## src/rtl/ps2_pkg.sv

```systemverilog
// Shared PS/2 constants, sequencer state encoding and byte classification helpers.
package ps2_pkg;

    localparam int PS2_CODE_W = 16;

    localparam logic [7:0] PS2_BREAK  = 8'hF0;
    localparam logic [7:0] PS2_EXT    = 8'hE0;
    localparam logic [7:0] PS2_ACK    = 8'hFA;
    localparam logic [7:0] PS2_BAT_OK = 8'hAA;
    localparam logic [7:0] PS2_ECHO   = 8'hEE;
    localparam logic [7:0] PS2_RESEND = 8'hFE;

    typedef enum logic [1:0] {
        ST_IDLE    = 2'd0,
        ST_BRK     = 2'd1,
        ST_EXT     = 2'd2,
        ST_EXT_BRK = 2'd3
    } ps2_state_e;

    // Keyboard housekeeping replies that never form part of a scan code.
    function automatic logic is_response(input logic [7:0] b);
        return (b == PS2_ACK) || (b == PS2_BAT_OK) || (b == PS2_ECHO) || (b == PS2_RESEND);
    endfunction

    function automatic logic is_prefix(input logic [7:0] b);
        return (b == PS2_BREAK) || (b == PS2_EXT);
    endfunction

endpackage

```

## src/rtl/ps2_timeout_timer.sv

```systemverilog
// Idle-cycle timer: flags the cycle on which TIMEOUT_CYCLES idle cycles have elapsed.
module ps2_timeout_timer #(
    parameter int TIMEOUT_CYCLES = 50000
) (
    input  logic i_clk,
    input  logic i_rst_n,
    input  logic clear,
    input  logic enable,
    output logic expired
);

    localparam int CNT_W = $clog2(TIMEOUT_CYCLES + 1);
    localparam logic [CNT_W-1:0] LAST = CNT_W'(TIMEOUT_CYCLES - 1);
    localparam logic [CNT_W-1:0] ONE  = CNT_W'(1);

    logic [CNT_W-1:0] count_r;

    // Count idle cycles while enabled; any byte or return to idle restarts from zero.
    always_ff @(posedge i_clk or negedge i_rst_n) begin
        if (!i_rst_n) begin
            count_r <= '0;
        end else if (clear || !enable) begin
            count_r <= '0;
        end else begin
            count_r <= count_r + ONE;
        end
    end

    // Suppressed by clear so a byte landing on the expiry edge takes priority.
    assign expired = enable && !clear && (count_r == LAST);

endmodule

```

## src/rtl/ps2_code_sequencer.sv

```systemverilog
// Assembles PS/2 bytes (F0 / E0 / E0 F0 prefixes) into 16-bit scan-code words with a strobe.
module ps2_code_sequencer
    import ps2_pkg::*;
#(
    parameter int TIMEOUT_CYCLES = 50000,
    parameter bit EMIT_MAKE      = 1'b0
) (
    input  logic                  i_clk,
    input  logic                  i_rst_n,
    input  logic [7:0]            i_byte,
    input  logic                  i_byte_valid,
    output logic [PS2_CODE_W-1:0] o_code,
    output logic                  o_status,
    output logic                  o_extended,
    output logic                  o_error
);

    ps2_state_e            state_r,    state_nxt_s;
    logic [PS2_CODE_W-1:0] code_r,     code_nxt_s;
    logic                  ext_r,      ext_nxt_s;
    logic                  status_r,   status_nxt_s;
    logic                  error_r,    error_nxt_s;
    logic                  expired_s;

    ps2_timeout_timer #(
        .TIMEOUT_CYCLES(TIMEOUT_CYCLES)
    ) u_timer (
        .i_clk   (i_clk),
        .i_rst_n (i_rst_n),
        .clear   (i_byte_valid),
        .enable  (state_r != ST_IDLE),
        .expired (expired_s)
    );

    // Next-state and next-output decode; the incoming byte always outranks a timeout.
    always_comb begin
        state_nxt_s  = state_r;
        code_nxt_s   = code_r;
        ext_nxt_s    = ext_r;
        status_nxt_s = 1'b0;
        error_nxt_s  = 1'b0;
        if (i_byte_valid) begin
            case (state_r)
                ST_IDLE: begin
                    if (i_byte == PS2_BREAK) begin
                        state_nxt_s = ST_BRK;
                    end else if (i_byte == PS2_EXT) begin
                        state_nxt_s = ST_EXT;
                    end else if (is_response(i_byte)) begin
                        state_nxt_s = ST_IDLE;
                    end else if (EMIT_MAKE) begin
                        code_nxt_s   = {8'h00, i_byte};
                        ext_nxt_s    = 1'b0;
                        status_nxt_s = 1'b1;
                    end else begin
                        state_nxt_s = ST_IDLE;
                    end
                end
                ST_BRK: begin
                    if (i_byte == PS2_BREAK) begin
                        error_nxt_s = 1'b1;
                    end else if (i_byte == PS2_EXT) begin
                        error_nxt_s = 1'b1;
                        state_nxt_s = ST_EXT;
                    end else begin
                        code_nxt_s   = {PS2_BREAK, i_byte};
                        ext_nxt_s    = 1'b0;
                        status_nxt_s = 1'b1;
                        state_nxt_s  = ST_IDLE;
                    end
                end
                ST_EXT: begin
                    if (i_byte == PS2_BREAK) begin
                        state_nxt_s = ST_EXT_BRK;
                    end else if (i_byte == PS2_EXT) begin
                        error_nxt_s = 1'b1;
                    end else if (EMIT_MAKE) begin
                        code_nxt_s   = {PS2_EXT, i_byte};
                        ext_nxt_s    = 1'b1;
                        status_nxt_s = 1'b1;
                        state_nxt_s  = ST_IDLE;
                    end else begin
                        state_nxt_s = ST_IDLE;
                    end
                end
                ST_EXT_BRK: begin
                    if (is_prefix(i_byte)) begin
                        error_nxt_s = 1'b1;
                    end else begin
                        code_nxt_s   = {PS2_BREAK, i_byte};
                        ext_nxt_s    = 1'b1;
                        status_nxt_s = 1'b1;
                    end
                    state_nxt_s = ST_IDLE;
                end
                default: begin
                    state_nxt_s = ST_IDLE;
                end
            endcase
        end else if (expired_s) begin
            state_nxt_s = ST_IDLE;
            error_nxt_s = 1'b1;
        end else begin
            state_nxt_s = state_r;
        end
    end

    // State and registered outputs.
    always_ff @(posedge i_clk or negedge i_rst_n) begin
        if (!i_rst_n) begin
            state_r  <= ST_IDLE;
            code_r   <= 16'h0000;
            ext_r    <= 1'b0;
            status_r <= 1'b0;
            error_r  <= 1'b0;
        end else begin
            state_r  <= state_nxt_s;
            code_r   <= code_nxt_s;
            ext_r    <= ext_nxt_s;
            status_r <= status_nxt_s;
            error_r  <= error_nxt_s;
        end
    end

    assign o_code     = code_r;
    assign o_extended = ext_r;
    assign o_status   = status_r;
    assign o_error    = error_r;

endmodule

```

## config.mk

```make
export PLATFORM = sky130hd
export DESIGN_NAME = ps2_code_sequencer
export DESIGN_NICKNAME = d
export VERILOG_FILES = /design/src/rtl/ps2_pkg.sv /design/src/rtl/ps2_timeout_timer.sv /design/src/rtl/ps2_code_sequencer.sv
export SDC_FILE = /design/constraint.sdc
export NUM_CORES = 1
export LEC_CHECK = 0
export BUFFER_PORTS_ARGS = -buffer_cell sky130_fd_sc_hd__buf_2
export CORE_ASPECT_RATIO = 1.2
export CORE_MARGIN = 2
export CORE_UTILIZATION = 27
export DETAILED_ROUTE_END_ITERATION = 6
export PLACE_DENSITY = 0.48
export REMOVE_ABC_BUFFERS = 1
export SLEW_MARGIN = 10
export SYNTH_ARGS = -nofsm -noshare
export SYNTH_HDL_FRONTEND = slang
export SYNTH_SLANG_ARGS = --single-unit
export TNS_END_PERCENT = 30
```

## constraint.sdc

```tcl
create_clock -name i_clk -period 1.7 [get_ports i_clk]
set_input_delay 0.34 -clock i_clk [delete_from_list [all_inputs] [get_ports i_clk]]
set_output_delay 0.34 -clock i_clk [all_outputs]
set_load 0.05 [all_outputs]
```

==> results of run 1 <==
==> worst max-delay path by stage <==
| stage | endpoint | slack (ns) | cells past startpoint |
|---|---|---|---|
| after floorplan | o_code[12] | -0.13 | 0 |
| after global placement | u_timer.count_r[14]$_DFF_PN0_ | 0.20 | 5 |
| after detailed placement | u_timer.count_r[14]$_DFF_PN0_ | 0.16 | 5 |
| after CTS | u_timer.count_r[14]$_DFF_PN0_ | 0.16 | 5 |
| after global routing | u_timer.count_r[14]$_DFF_PN0_ | 0.06 | 5 |
| final | u_timer.count_r[14]$_DFF_PN0_ | 0.14 | 5 |
==> placed cells by master (no fill, tap or decap), drive strengths merged <==
cell / instances
nand3: 6
or3: 2
or2: 1
clkinv: 1
a32o: 1
a21boi: 1
buf: 28
mux2: 9
o21bai: 1
and2: 1
conb: 4
o211ai: 2
nand4b: 1
dfrtp: 30
nor3: 2
nor4: 3
o21a: 1
or4: 2
and4: 2
a21oi: 3
and3: 1
ha: 1
xor2: 4
xnor2: 6
o21ai: 3
clkbuf: 7
nor4b: 1
nor2: 18
inv: 3
nand4: 5
nor2b: 2
a31o: 1
nand4bb: 1
nand2: 8
==> cells in the mapped netlist <==
cell type / number / area [um^2]
a21boi_0: 1 / 7.510
a21oi_1: 3 / 15.01
a31o_2: 1 / 8.760
a32o_1: 1 / 10.01
and2_1: 1 / 6.260
and3_1: 1 / 6.260
and4_1: 1 / 8.760
and4_4: 1 / 11.26
buf_2: 1 / 5.000
buf_4: 8 / 60.06
clkbuf_1: 1 / 3.750
conb_1: 1 / 3.750
dfrtp_1: 30 / 750.7
ha_1: 1 / 12.51
inv_1: 3 / 11.26
mux2_2: 9 / 101.4
nand2_1: 8 / 30.03
nand3_1: 5 / 25.02
nand3_2: 1 / 10.01
nand4_1: 5 / 31.28
nand4b_1: 1 / 8.760
nand4bb_1: 1 / 11.26
nor2_1: 18 / 67.56
nor2b_1: 2 / 12.51
nor3_1: 2 / 10.01
nor4_1: 3 / 18.77
nor4b_1: 1 / 8.760
o211ai_1: 2 / 15.01
o21a_1: 1 / 7.510
o21ai_0: 3 / 15.01
o21bai_1: 1 / 7.510
or2_2: 1 / 6.260
or3_1: 2 / 12.51
or4_1: 2 / 15.01
xnor2_1: 6 / 52.55
xor2_1: 4 / 35.03
==> power by group <==
| group | internal (uW) | leakage (uW) | switching, uW | total (uW) |
|---|---|---|---|---|
| Sequential | 727 | 0.000417 | 7.24 | 734 |
| Combinational | 33.7 | 0.000328 | 124 | 158 |
| Clock | 326 | 0.0000482 | 258 | 584 |
| Total | 1090 | 0.000794 | 390 | 1480 |
==> cell families (layout without fill, tap and decap cells) <==
family / Yosys count / after routing / share of synthesized area
buffers and inverters: 13 / 39 / 0.05628
multiplexers: 9 / 9 / 0.07124
other: 1 / 4 / 0.002636
AO/OA/AOI/OAI: 13 / 13 / 0.06068
adder cells (fa/ha/maj): 1 / 1 / 0.008794
XOR/XNOR: 10 / 10 / 0.06156
flip-flops: 30 / 30 / 0.5277
AND/OR/NAND/NOR: 56 / 56 / 0.2111
==> through the flow <==
step           worst slack (ns)  instances  hold slack [ns]    util  TNS [ns]
2_1_floorplan           -0.1281        126          0.04441       -   -0.6398
3_3_place_gp             0.1974        214           0.4087  0.3169         0
3_5_place_dp             0.1645        214           0.4207  0.3169         0
4_1_cts                  0.1627        222           0.1166  0.3352         0
5_1_grt                 0.05985        222           0.1522  0.3352         0
6_report                 0.1428        222           0.1000  0.3352         0
==> worst reg2reg max path, delay by kind of cell, from the launching register on <==
kind	cells	cell delay, ns
and+or+nand+nor	3	0.69
DFF	1	0.39
adders and majority gates	1	0.22
xor gates and xnor gates	1	0.16
==> layout make-up <==
| cell class | count | area [um^2] | area share |
|---|---|---|---|
| clock buffer | 7 | 86.33 | 0.05142 |
| sequential | 30 | 750.7 | 0.4471 |
| multi-input combinational | 93 | 603.1 | 0.3592 |
| timing repair buffer | 28 | 147.6 | 0.08793 |
| tap | 60 | 75.07 | 0.04471 |
| inverter | 3 | 11.26 | 0.006706 |
| clock inverter | 1 | 5.005 | 0.002981 |
==> sequential cells by signal, summed over array words and instances (netlist names) <==
name             cells
state_r              2
o_extended           1
o_code               9
u_timer.count_r     16
o_error              1
o_status             1
==> per-layer routing <==
layer | vias to the layer above | part of all wire
met4 | 0 | 0.014
met3 | 5 | 0.074
met2 | 32 | 0.46
met5 | - | 0
li1 | 510 | -
met1 | 506 | 0.45
==> flow_summary.yaml, run 1 <==
status:
  status: "complete, no violations"
setup_path:
  worstPathArrival_ns: 1.73
  ff2ff_path_depth: 5
  worstSetupPathType: "flop to flop"
  endpoint_kind: "flop"
  rr_endpoint: "u_timer.count_r[14]$_DFF_PN0_"
  cp_cell_sequence: "ha_1 -> nand4_1 -> nor4_1 -> xnor2_1 -> nor2_1"
  max_stage_delay_ns: 0.40
  rr_startpoint: "u_timer.count_r[0]$_DFF_PN0_"
  crit_buf_inv: 0
  worst_path_max_delay_cell: "nor4_1"
  startpoint_type: "flop"
  cp_max_fo: 6
  path_delay_family: "simple AND/OR/NAND/NOR gates"
  worst_ep_required_time_ns: 1.87
  cp-startpoint: "u_timer.count_r[0]$_DFF_PN0_"
  r2r_setup_slack_ns: 0.14
grt:
  grt_pass1_vias: 1044
  antenna_found_initial: 0
  grtUsageMet1: 0.1254
  overflow: 0
  grt_pass1_wl_um: 4809
  top_usage_layer: "met2"
  grt.met2_usage: 0.1587
  grtUsageMet3: 0.04469
  track_usage: 0.1023
  grt_max_degree: 31
floorplanning:
  design.die.area_um2: 5868
  pin_count: 30
  die_w_um: 70.27
  start_util: 0.2840
  row_count: 28
  die_h_um: 83.52
  core_area_um2: 5010
finish:
  final_layout_size_suffix_gt1_frac: 0.2963
  fillers: 514
  stdcell_area_um2: 1679
  nNetsFinal: 173
  area.growth.synth_to_final_pct: 18.03
  n_antenna_cell: 0
timing:
  fin_worst_skew_ns: 0.003391
  hold_viol: 0
  fmax_ghz: 0.6422
  worst_slew_pin_slew_ns: 0.6845
  fin_crit_sh: 0.9160
  fin_crit_ns: 1.557
  grt_setup_unrepaired: "false"
  relSlewSlack: 0.5437
  setup_viol: 0
  report.final.slew_viol_count: 0
logic_synthesis:
  netlist_area_um2: 1423
  syn_inst: 133
  ys_ff_latch: 30
  synth_area_per_cell_um2: 10.70
  yosysWarningCount: 0
  ys_seq_area_frac: 0.5277
  synthDistinctLibCells: 36
cts:
  clk_pin_slew_worst_paths_ns: 0.06
  cts_buffers: 5
  root_buffer: "clkbuf_8"
  cts_sinks: 30
  clock_tree.buffer_depth: 2
  holdBufCountCts: 0
  cts_tree: "built"
  clkLatencyLatePin_ns: 0.28
  post_cts_buffers: 0
  cts_htree_levels: 2
  cts_resized: 0
pwr:
  power_leakage_uw: 0.0007938
  cellPowerDensity_nw_per_um2: 879.3
  peakVddDrop_v: 0.0004905
  fin_total_pwr_uw: 1476
route:
  first_iter_violations: 39
  wl_per_cell_um: 12.53
  ant_nets: 0
  via_per_inst: 4.743
  wirelength_um: 2781
  dr.pass1.iters: 4
  drcViolationCount: 0
  vias: 1053
job:
  drv_cap: 0
placed_design:
  place_area_um2: 1588
  gp_congestion: 0.7673
  numPortBuffers: 25
  dp_hpwl_um: 2049
worst_hold_path:
  worstHoldPathType: "input pin to async pin"
Note: power is estimated with default switching activity, not from simulation.
==> inputs of run 2 (changes only) <==
--- a/config.mk
+++ b/config.mk
@@ -7,10 +7,10 @@
 export LEC_CHECK = 0
 export BUFFER_PORTS_ARGS = -buffer_cell sky130_fd_sc_hd__buf_2
 export CORE_ASPECT_RATIO = 1.2
-export CORE_MARGIN = 2
-export CORE_UTILIZATION = 27
+export CORE_MARGIN = 3
+export CORE_UTILIZATION = 35
 export DETAILED_ROUTE_END_ITERATION = 6
-export PLACE_DENSITY = 0.48
+export PLACE_DENSITY = 0.58
 export REMOVE_ABC_BUFFERS = 1
 export SLEW_MARGIN = 10
 export SYNTH_ARGS = -nofsm -noshare
==> run 2 against run 1 <==
Net effect: via count rose by 0.19%; non-clock buffer count rose by 1; clock power fell by 2%; total power fell by 0.80%.
==> flow_summary.yaml, run 2 (same netlist as run 1, synthesis figures left out) <==
cts:
  root_buffer: "clkbuf_8"
  cts_htree_levels: 2
  cts_tree: "built"
  cts_sinks: 30
  cts_resized: 0
  holdBufCountCts: 0
  cts_buffers: 5
  post_cts_buffers: 0
  clk_pin_slew_worst_paths_ns: 0.06
  clkLatencyLatePin_ns: 0.28
  clock_tree.buffer_depth: 2
route:
  ant_nets: 0
  via_per_inst: 4.907
  dr.pass1.iters: 4
  vias: 1055
  wl_per_cell_um: 12.55
  first_iter_violations: 44
  drcViolationCount: 0
  wirelength_um: 2698
finish:
  largest_register: "u_timer.count_r"
  largest_reg_flops: 16
  final_layout_size_suffix_gt1_frac: 0.3006
  final_cells: 215
  nNetsFinal: 174
  layout_common_cells: "30 x dfrtp_1, 25 x buf_2, 18 x nor2_1"
  fillers: 379
  area.growth.synth_to_final_pct: 17.85
  final_common_cell: "dfrtp_1"
  stdcell_area_um2: 1677
  n_antenna_cell: 0
pwr:
  peakVddDrop_v: 0.0003834
  fin_total_pwr_uw: 1465
  cellPowerDensity_nw_per_um2: 873.6
  power_leakage_uw: 0.0007992
timing:
  report.final.slew_viol_count: 0
  relSlewSlack: 0.5603
  worst_slew_pin_slew_ns: 0.6596
  setup_viol: 0
  grt_setup_unrepaired: "false"
  hold_viol: 0
  fin_crit_ns: 1.551
  fmax_ghz: 0.6447
  fin_worst_skew_ns: 0.005784
  fin_crit_sh: 0.9124
  tns_ns: 0
setup_path:
  worst_ep_required_time_ns: 1.87
  endpoint_kind: "flop"
  ff2ff_path_depth: 5
  startpoint_type: "flop"
  cp_max_fo: 6
  worstPathArrival_ns: 1.72
  worstSetupPathType: "flop to flop"
grt:
  overflow: 0
  antenna_found_initial: 0
  track_usage: 0.1217
  grt_pass1_vias: 1043
  grt_pass1_wl_um: 4498
  grt_max_degree: 31
placed_design:
  gp_congestion: 0.8049
  numPortBuffers: 25
  dpl.cell_count: 207
  place_area_um2: 1585
  dp_hpwl_um: 2010
floorplanning:
  die_w_um: 64.20
  row_count: 24
  pin_count: 30
  core_area_um2: 3784
  die_h_um: 75.84
  design.die.area_um2: 4869
  start_util: 0.3760
status:
  status: "complete, no violations"
job:
  drv_cap: 0
worst_hold_path:
  worstHoldPathType: "input pin to async pin"
[run 2: changes by cell type in the layout (fill, tap and decap cells not counted), sizes merged]
cell  before  now
buf       28   29
[run 2: final timing paths]
kind	start	to	slack [ns]
worst max-delay path	u_timer.count_r[0]$_DFF_PN0_	u_timer.count_r[14]$_DFF_PN0_	0.15
worst min-delay path	i_rst_n	u_timer.count_r[14]$_DFF_PN0_	0.09
worst max register to register	u_timer.count_r[0]$_DFF_PN0_	u_timer.count_r[14]$_DFF_PN0_	0.15
worst min register to register	u_timer.count_r[0]$_DFF_PN0_	u_timer.count_r[0]$_DFF_PN0_	0.48
max in group asynchronous	i_rst_n	u_timer.count_r[0]$_DFF_PN0_	1.18
min in group i_clk	i_byte[3]	o_code[3]$_DFFE_PN0P_	0.31
[run 2: where the power goes]
group / internal [uW] / leakage [uW] / switching (uW) / total (uW)
registers: 727 / 0.000417 / 6.60 / 734
clock network: 326 / 0.0000482 / 248 / 573
logic: 33.7 / 0.000333 / 124 / 158
total: 1090 / 0.000799 / 378 / 1460
[run 2: worst max-delay path: stages, from the launching register on]
cell and delay [ns]:
dfrtp_1 0.38, ha_1 0.21, nand4_1 0.23, nor4_1 0.41
xnor2_1 0.16, nor2_1 0.05
[run 2: metal layers]
layer,global-route usage,vias to the layer above,share of wire
met1,0.1302,503,0.42
met3,0.04425,5,0.070
met4,0.05634,0,0.017
met2,0.2170,34,0.49
li1,-,513,-
met5,0,-,0
[run 2: cell type report]
type / instances / area, um^2 / area share
clock buffers: 7 / 86.33 / 0.05149
multi-input cells: 93 / 603.1 / 0.3597
well taps: 52 / 65.06 / 0.03881
inverters: 3 / 11.26 / 0.006716
repair buffers: 29 / 155.1 / 0.09254
flip-flops and latches: 30 / 750.7 / 0.4478
clock inverters: 1 / 5.005 / 0.002985
[run 2: through the flow]
stage,hold slack (ns),utilization,setup slack (ns)
floorplan,0.04441,-,-0.1281
global placement,0.4081,0.4190,0.2232
detailed placement,0.4177,0.4190,0.1687
CTS,0.1034,0.4431,0.1573
global route,0.1298,0.4431,0.02901
finish,0.09001,0.4431,0.1489
